[src/rtl/io_bus_pkg.sv]
// io_bus_pkg: register offsets, SPI_CTRL field positions and sequencer states for io_bus
package io_bus_pkg;
    localparam logic [7:0] REG_OUT        = 8'h00;
    localparam logic [7:0] REG_IN         = 8'h01;
    localparam logic [7:0] REG_GPIO_DIR   = 8'h02;
    localparam logic [7:0] REG_GPIO_IN    = 8'h03;
    localparam logic [7:0] REG_GPIO_OUT   = 8'h04;
    localparam logic [7:0] REG_SPI_CTRL   = 8'h05;
    localparam logic [7:0] REG_SPI_STATUS = 8'h06;
    localparam logic [7:0] REG_SPI_TX     = 8'h08;
    localparam logic [7:0] REG_SPI_RX     = 8'h0C;
    localparam logic [7:0] REG_IRQ_EN     = 8'h18;
    localparam logic [7:0] REG_IRQ_PEND   = 8'h19;
    localparam logic [7:0] REG_IRQ_EDGE   = 8'h1A;

    localparam int CTRL_START  = 0;
    localparam int CTRL_NB_LSB = 1;
    localparam int CTRL_CS_LSB = 3;

    typedef enum logic [1:0] {IDLE, SPI_WAIT, DONE} state_t;
endpackage

[src/rtl/gpio_edge_irq.sv]
// gpio_edge_irq: GPIO input synchroniser, per-pin edge detect and pending/enable interrupt registers
module gpio_edge_irq #(
    parameter int NUM_GPIO = 7
) (
    input  logic                clk,
    input  logic                rst_n,
    input  logic [NUM_GPIO-1:0] io_inputs,
    input  logic [NUM_GPIO-1:0] dir,
    input  logic [NUM_GPIO-1:0] wdata,
    input  logic                en_we,
    input  logic                pend_w1c,
    input  logic                edge_we,
    output logic [NUM_GPIO-1:0] gpio_in,
    output logic [NUM_GPIO-1:0] irq_en,
    output logic [NUM_GPIO-1:0] irq_pend,
    output logic [NUM_GPIO-1:0] irq_edge,
    output logic                irq
);
    logic [NUM_GPIO-1:0] s1, s2, prev, hit;

    assign gpio_in = s2 & ~dir;
    assign hit     = (irq_edge & prev & ~gpio_in) | (~irq_edge & ~prev & gpio_in);

    always_ff @(posedge clk) begin
        if (!rst_n) begin
            s1       <= '0;
            s2       <= '0;
            prev     <= '0;
            irq_en   <= '0;
            irq_edge <= '0;
            irq_pend <= '0;
            irq      <= 1'b0;
        end else begin
            s1   <= io_inputs;
            s2   <= s1;
            prev <= gpio_in;
            if (en_we) irq_en <= wdata;
            if (edge_we) irq_edge <= wdata;
            // a new edge wins over a simultaneous write-1-to-clear
            irq_pend <= (irq_pend & ~(pend_w1c ? wdata : '0)) | hit;
            irq      <= |(irq_pend & irq_en);
        end
    end
endmodule

[src/rtl/io_bus.sv]
// io_bus: I/O register block with GPIO, chip-select outputs and SPI peripheral sequencing
module io_bus
    import io_bus_pkg::*;
#(
    parameter int NUM_GPIO = 7,
    parameter int NUM_OUT  = 4,
    parameter int NUM_IN   = 5,
    parameter int NUM_CS   = 4,
    parameter int ADDR_W   = 8
) (
    input  logic                clk,
    input  logic                rst_n,
    input  logic                start_request,
    input  logic                is_write,
    input  logic [ADDR_W-1:0]   target_address,
    input  logic [31:0]         write_value,
    output logic [31:0]         fetched_value,
    output logic                request_done,
    input  logic [NUM_IN-1:0]   inputs,
    output logic [NUM_OUT-1:0]  outputs,
    input  logic [NUM_GPIO-1:0] io_inputs,
    output logic [NUM_GPIO-1:0] io_outputs,
    output logic [NUM_GPIO-1:0] io_direction,
    output logic                irq,
    output logic                spi_start,
    output logic [2:0]          spi_num_bytes,
    output logic [31:0]         spi_tx_data,
    input  logic [31:0]         spi_rx_data,
    input  logic                spi_done,
    input  logic                spi_busy
);
    state_t state, next;
    logic [NUM_IN-1:0]   in_s1, in_s2;
    logic [NUM_OUT-1:0]  out_reg;
    logic [NUM_GPIO-1:0] dir, gpio_out, gpio_in, irq_en, irq_pend, irq_edge;
    logic [NUM_CS-1:0]   cs_sel;
    logic [1:0]          nbytes;
    logic [31:0]         spi_tx, spi_rx, rd_data;
    logic                spi_done_flag, aborted, accept, wr, spi_go;

    function automatic logic at(input logic [7:0] off);
        return target_address == ADDR_W'(off);
    endfunction

    assign accept = state == IDLE && start_request;
    assign wr     = accept && is_write;
    assign spi_go = wr && at(REG_SPI_CTRL) && write_value[CTRL_START];

    gpio_edge_irq #(.NUM_GPIO(NUM_GPIO)) u_irq (
        .clk      (clk),
        .rst_n    (rst_n),
        .io_inputs(io_inputs),
        .dir      (dir),
        .wdata    (write_value[NUM_GPIO-1:0]),
        .en_we    (wr && at(REG_IRQ_EN)),
        .pend_w1c (wr && at(REG_IRQ_PEND)),
        .edge_we  (wr && at(REG_IRQ_EDGE)),
        .gpio_in  (gpio_in),
        .irq_en   (irq_en),
        .irq_pend (irq_pend),
        .irq_edge (irq_edge),
        .irq      (irq)
    );

    always_ff @(posedge clk) begin
        if (!rst_n) state <= IDLE;
        else state <= next;
    end

    always_comb begin
        next = state;
        case (state)
            IDLE:     next = accept ? (spi_go ? SPI_WAIT : DONE) : IDLE;
            SPI_WAIT: next = spi_done ? ((aborted || !start_request) ? IDLE : DONE) : SPI_WAIT;
            DONE:     next = start_request ? DONE : IDLE;
            default:  next = IDLE;
        endcase
    end

    always_comb begin
        request_done  = state == DONE;
        spi_start     = state == SPI_WAIT;
        spi_num_bytes = {1'b0, nbytes} + 3'd1;
        spi_tx_data   = spi_tx;
        io_outputs    = gpio_out;
        io_direction  = dir;
        outputs       = out_reg;
        for (int i = 0; i < NUM_CS; i++)
            if (cs_sel[i]) outputs[i] = ~(spi_start & spi_busy);
    end

    always_comb begin
        rd_data = at(REG_OUT)        ? 32'(out_reg)  :
                  at(REG_IN)         ? 32'(in_s2)    :
                  at(REG_GPIO_DIR)   ? 32'(dir)      :
                  at(REG_GPIO_IN)    ? 32'(gpio_in)  :
                  at(REG_GPIO_OUT)   ? 32'(gpio_out) :
                  at(REG_SPI_STATUS) ? {30'd0, spi_busy, spi_done_flag} :
                  at(REG_SPI_TX)     ? spi_tx        :
                  at(REG_SPI_RX)     ? spi_rx        :
                  at(REG_IRQ_EN)     ? 32'(irq_en)   :
                  at(REG_IRQ_PEND)   ? 32'(irq_pend) :
                  at(REG_IRQ_EDGE)   ? 32'(irq_edge) : '0;
    end

    always_ff @(posedge clk) begin
        if (!rst_n) begin
            in_s1         <= '0;
            in_s2         <= '0;
            out_reg       <= '0;
            dir           <= '0;
            gpio_out      <= '0;
            cs_sel        <= '0;
            nbytes        <= '0;
            spi_tx        <= '0;
            spi_rx        <= '0;
            spi_done_flag <= 1'b0;
            aborted       <= 1'b0;
            fetched_value <= '0;
        end else begin
            in_s1   <= inputs;
            in_s2   <= in_s1;
            // remembers a requester that gave up while the transfer was in flight
            aborted <= state == SPI_WAIT && !spi_done && (aborted || !start_request);
            if (accept && !is_write) fetched_value <= rd_data;
            if (wr && at(REG_OUT)) out_reg <= write_value[NUM_OUT-1:0];
            if (wr && at(REG_GPIO_DIR)) dir <= write_value[NUM_GPIO-1:0];
            if (wr && at(REG_GPIO_OUT)) gpio_out <= write_value[NUM_GPIO-1:0] & dir;
            if (wr && at(REG_SPI_TX)) spi_tx <= write_value;
            if (wr && at(REG_SPI_CTRL)) cs_sel <= write_value[CTRL_CS_LSB +: NUM_CS];
            if (spi_go) begin
                nbytes        <= write_value[CTRL_NB_LSB +: 2];
                spi_done_flag <= 1'b0;
            end
            if (state == SPI_WAIT && spi_done) begin
                spi_rx        <= spi_rx_data;
                spi_done_flag <= 1'b1;
            end
        end
    end
endmodule

[config.mk]
export PLATFORM = sky130hd
export DESIGN_NAME = io_bus
export DESIGN_NICKNAME = d
export VERILOG_FILES = /design/src/rtl/io_bus_pkg.sv /design/src/rtl/gpio_edge_irq.sv /design/src/rtl/io_bus.sv
export SDC_FILE = /design/constraint.sdc
export NUM_CORES = 1
export LEC_CHECK = 0
export ABC_CLOCK_PERIOD_IN_PS = 2300
export BUFFER_PORTS_ARGS = -buffer_cell sky130_fd_sc_hd__buf_2
export CORE_ASPECT_RATIO = 0.75
export CORE_UTILIZATION = 40
export CTS_CLUSTER_DIAMETER = 40
export DETAILED_ROUTE_END_ITERATION = 12
export PLACE_DENSITY = 0.71
export SLEW_MARGIN = 20
export SYNTH_ARGS = -nofsm -noshare
export SYNTH_HDL_FRONTEND = slang
export SYNTH_SLANG_ARGS = --single-unit
[constraint.sdc]
create_clock -name clk -period 2.3 [get_ports clk]
set_clock_uncertainty 0.1 [all_clocks]
set_input_delay 0.23 -clock clk [delete_from_list [all_inputs] [get_ports clk]]
set_output_delay 0.23 -clock clk [all_outputs]
set_load 0.005 [all_outputs]
==> run_results.csv <==
group,metric,value,unit
job,cap_violations,0,
routing,wl,22900,um
sta,slew_violations,0,
grt,grt_overflow_total,0,
worst_setup_path,arrival,2.34,ns
layout,drive_gt1_frac,0.256,
sta,worst_pin_slew,0.466,ns
logic_synthesis,synth_area_leaders,"dfxtp_1 (48%), nand2_1 (8.5%), a21oi_1 (7.0%)",
routing,viasPerCell,5.17,
floorplan,pin_count,178,
floorplan,die_h,119,um
place,place_congestion,0.932,
cts,clock-sinks,177,
layout,multi_input_area,0.00350,mm2
sta,period_minus_slack,2.08,ns
power_and_ir_drop,leakagePower,4.03,nW
sta,slew_headroom,0.689,
routing,first_iter_violations,567,
grt,grtUsageTotal,0.242,
cts,cts_buffers,17,
grt,grt_antenna_before_repair,0,
run_status,outcome,"finished clean",
sta,fin_ws,0.224,ns
power_and_ir_drop,peakVddDrop,0.421,mV
worst_hold_path,hp-class,"input port to flip-flop",
worst_setup_path,reg2regPathDepth,5,
sta,min_period_over_period,0.903,
logic_synthesis,synthCells,861,
logic_synthesis,synthesis.area,0.00733,mm2
logic_synthesis,ys_seq_elements,177,
cts,ctsResizeCount,0,
logic_synthesis,yosysTopAreaCellShare,0.484,
place,place_area,0.00861,mm2
sta,final_hold_viol_count,0,
floorplan,dieArea,0.0189,mm2
logic_synthesis,synthFlopType,"dfxtp_1",
sta,setup_viol,0,
layout,antenna_cells,0,
routing,drc_errors,0,
sta,setup_tns,0,ns
logic_synthesis,async_flop_share,0,
logic_synthesis,synthDistinctLibCells,51,
cts,clkSlewWorstSetupHoldPaths,0.07,ns
grt,grt_max_degree,50,
logic_synthesis,synth_fp_nets,952,
grt,grt_pass1_vias,6678,
floorplan,fp.coreArea,0.0178,mm2
logic_synthesis,synth_seq_area_share,0.484,
layout,fillCellCount,1669,
cts,clock-root-buffer,"clkbuf_16",
layout,area_growth,35.2,%
sta,rsz0062_at_grt,"no",
sta,whs,0.0555,ns
cts,htreeDepth,4,
cts,clk_latency,0.43,ns
worst_setup_path,worstSetupPathType,"input port to flip-flop",
cts,cts_max_path_buffers,2,
sta,max_freq,482,MHz
worst_setup_path,path_max_fanout,23,
logic_synthesis,yosysWarnings,0,
floorplan,rows,42,
routing,drtAntennaViolNets,0,
routing,firstDrtPassIters,5,
layout,regArea,0.00354,mm2
worst_setup_path,worstPathRequired,2.56,ns
logic_synthesis,synth_area_per_cell,8.51,um2
place,place_hpwl,15300,um
power_and_ir_drop,power.density,651,mW/mm2
logic_synthesis,synth_top_area_cell,"dfxtp_1",
place,numPortBuffers,177,
floorplan,fp.dieW,158,um
logic_synthesis,synth-edff-count,0,
routing,routed-via-count,7022,
grt,grt_first_pass_wirelength,34900,um
layout,final_nets,1193,
floorplan,start_util,0.413,
layout,postLayoutCellArea,0.00991,mm2
worst_setup_path,end_kind,"flip-flop",
place,place_ws,0.186,ns
power_and_ir_drop,power.total,6.45,mW
worst_hold_path,whs_path_depth,3,
routing,routedWlPerCell,16.9,um
cts,cts_tree,"yes",
worst_setup_path,worst_setup_path_start_kind,"input port",
==> report_power, final <==
group | switching, mW | total, mW | leakage [nW] | internal, mW
combinational | 0.256 | 0.484 | 2.32 | 0.228
clock | 1.37 | 2.84 | 0.284 | 1.47
sequential | 0.0197 | 3.12 | 1.43 | 3.10
==> repair_timing <==
item                                   in CTS  in global routing
hold buffers                               71                  0
buffers inserted                            0                  0
endpoints found under the hold margin      71                  0
==> layout by cell type, fill, tap and decap left out, types with 5 or more instances in the layout <==
| master | n |
|---|---|
| dfxtp_1 | 177 |
| clkinv_4 | 5 |
| a211oi_1 | 9 |
| nand2_1 | 165 |
| buf_12 | 6 |
| and2_1 | 27 |
| a22oi_1 | 29 |
| inv_1 | 7 |
| nor3_1 | 10 |
| clkbuf_16 | 17 |
| a21oi_1 | 103 |
| a31oi_1 | 5 |
| buf_4 | 30 |
| nor2b_1 | 13 |
| o21ai_0 | 11 |
| dlygate4sd3_1 | 71 |
| and3_1 | 11 |
| nor2_1 | 90 |
| inv_8 | 5 |
| buf_2 | 177 |
| mux2_2 | 26 |
| o22ai_1 | 9 |
| nand3_1 | 16 |
| mux2i_1 | 38 |
| nand2b_1 | 11 |
==> layer usage <==
layer	part of all wire	up-vias	GRT usage
met2	0.44	277	0.375
met4	0.017	0	0.0865
met1	0.47	3284	0.332
met3	0.071	32	0.0495
li1	-	3429	-
met5	0	-	0
==> cells by family after synthesis <==
| family | synth area share |
|---|---|
| flip-flops | 0.484 |
| adder cells (fa/ha/maj) | 0.00171 |
| multiplexers | 0.0949 |
| AND/OR/NAND/NOR | 0.230 |
| AO/OA/AOI/OAI | 0.150 |
| buffers and inverters | 0.0394 |
==> cell type report <==
cell class,count,area share
Inverter,8,0.00328
Sequential cell,177,0.358
Clock buffer,18,0.0443
Timing Repair Buffer,284,0.196
Multi-Input combinational cell,614,0.354
Clock inverter,14,0.0143
Tap cell,242,0.0306
==> path summary, 6_finish.rpt <==
| kind | slack, ns | endpoint | from |
|---|---|---|---|
| min reg2reg | 0.34 | u_irq.s2[5] | u_irq.s1[5] |
| min | 0.06 | spi_tx_data[6] | write_value[6] |
| max | 0.22 | fetched_value[20] | start_request |
| max reg2reg | 0.26 | fetched_value[20] | state[1] |
==> synthesized netlist by cell type (2+ instances only) <==
master,number
o21ai_0,11
o31ai_1,3
nand4_1,2
buf_2,17
nand2_1,165
and3_1,11
nor2_1,91
dfxtp_1,177
a32o_1,3
nor3_1,10
nand2b_1,11
a22oi_1,29
a31oi_1,5
nor4b_1,2
nor2b_1,13
o22ai_1,9
a221oi_1,3
mux2i_1,38
buf_1,2
mux2_2,26
a21oi_1,103
inv_1,8
nor3_2,4
and2_1,27
nand3_1,16
a211oi_1,9
clkbuf_1,41
nor4_4,2
==> worst max-delay path, stage by stage <==
cell and delay (ns):
dlygate4sd3_1 0.52, buf_2 0.15, or4b_1 0.69, nor2_2 0.33
buf_12 0.21, a22oi_1 0.08, nor2_1 0.10
==> through the flow <==
stage / std cells / util
finish: 1357 / 0.558
global route: 1357 / 0.558
CTS: 1357 / 0.558
detailed placement: 1254 / 0.485
global placement: 1254 / 0.485
floorplan: 861 / -
Note: power is estimated with default switching activity, not from simulation.
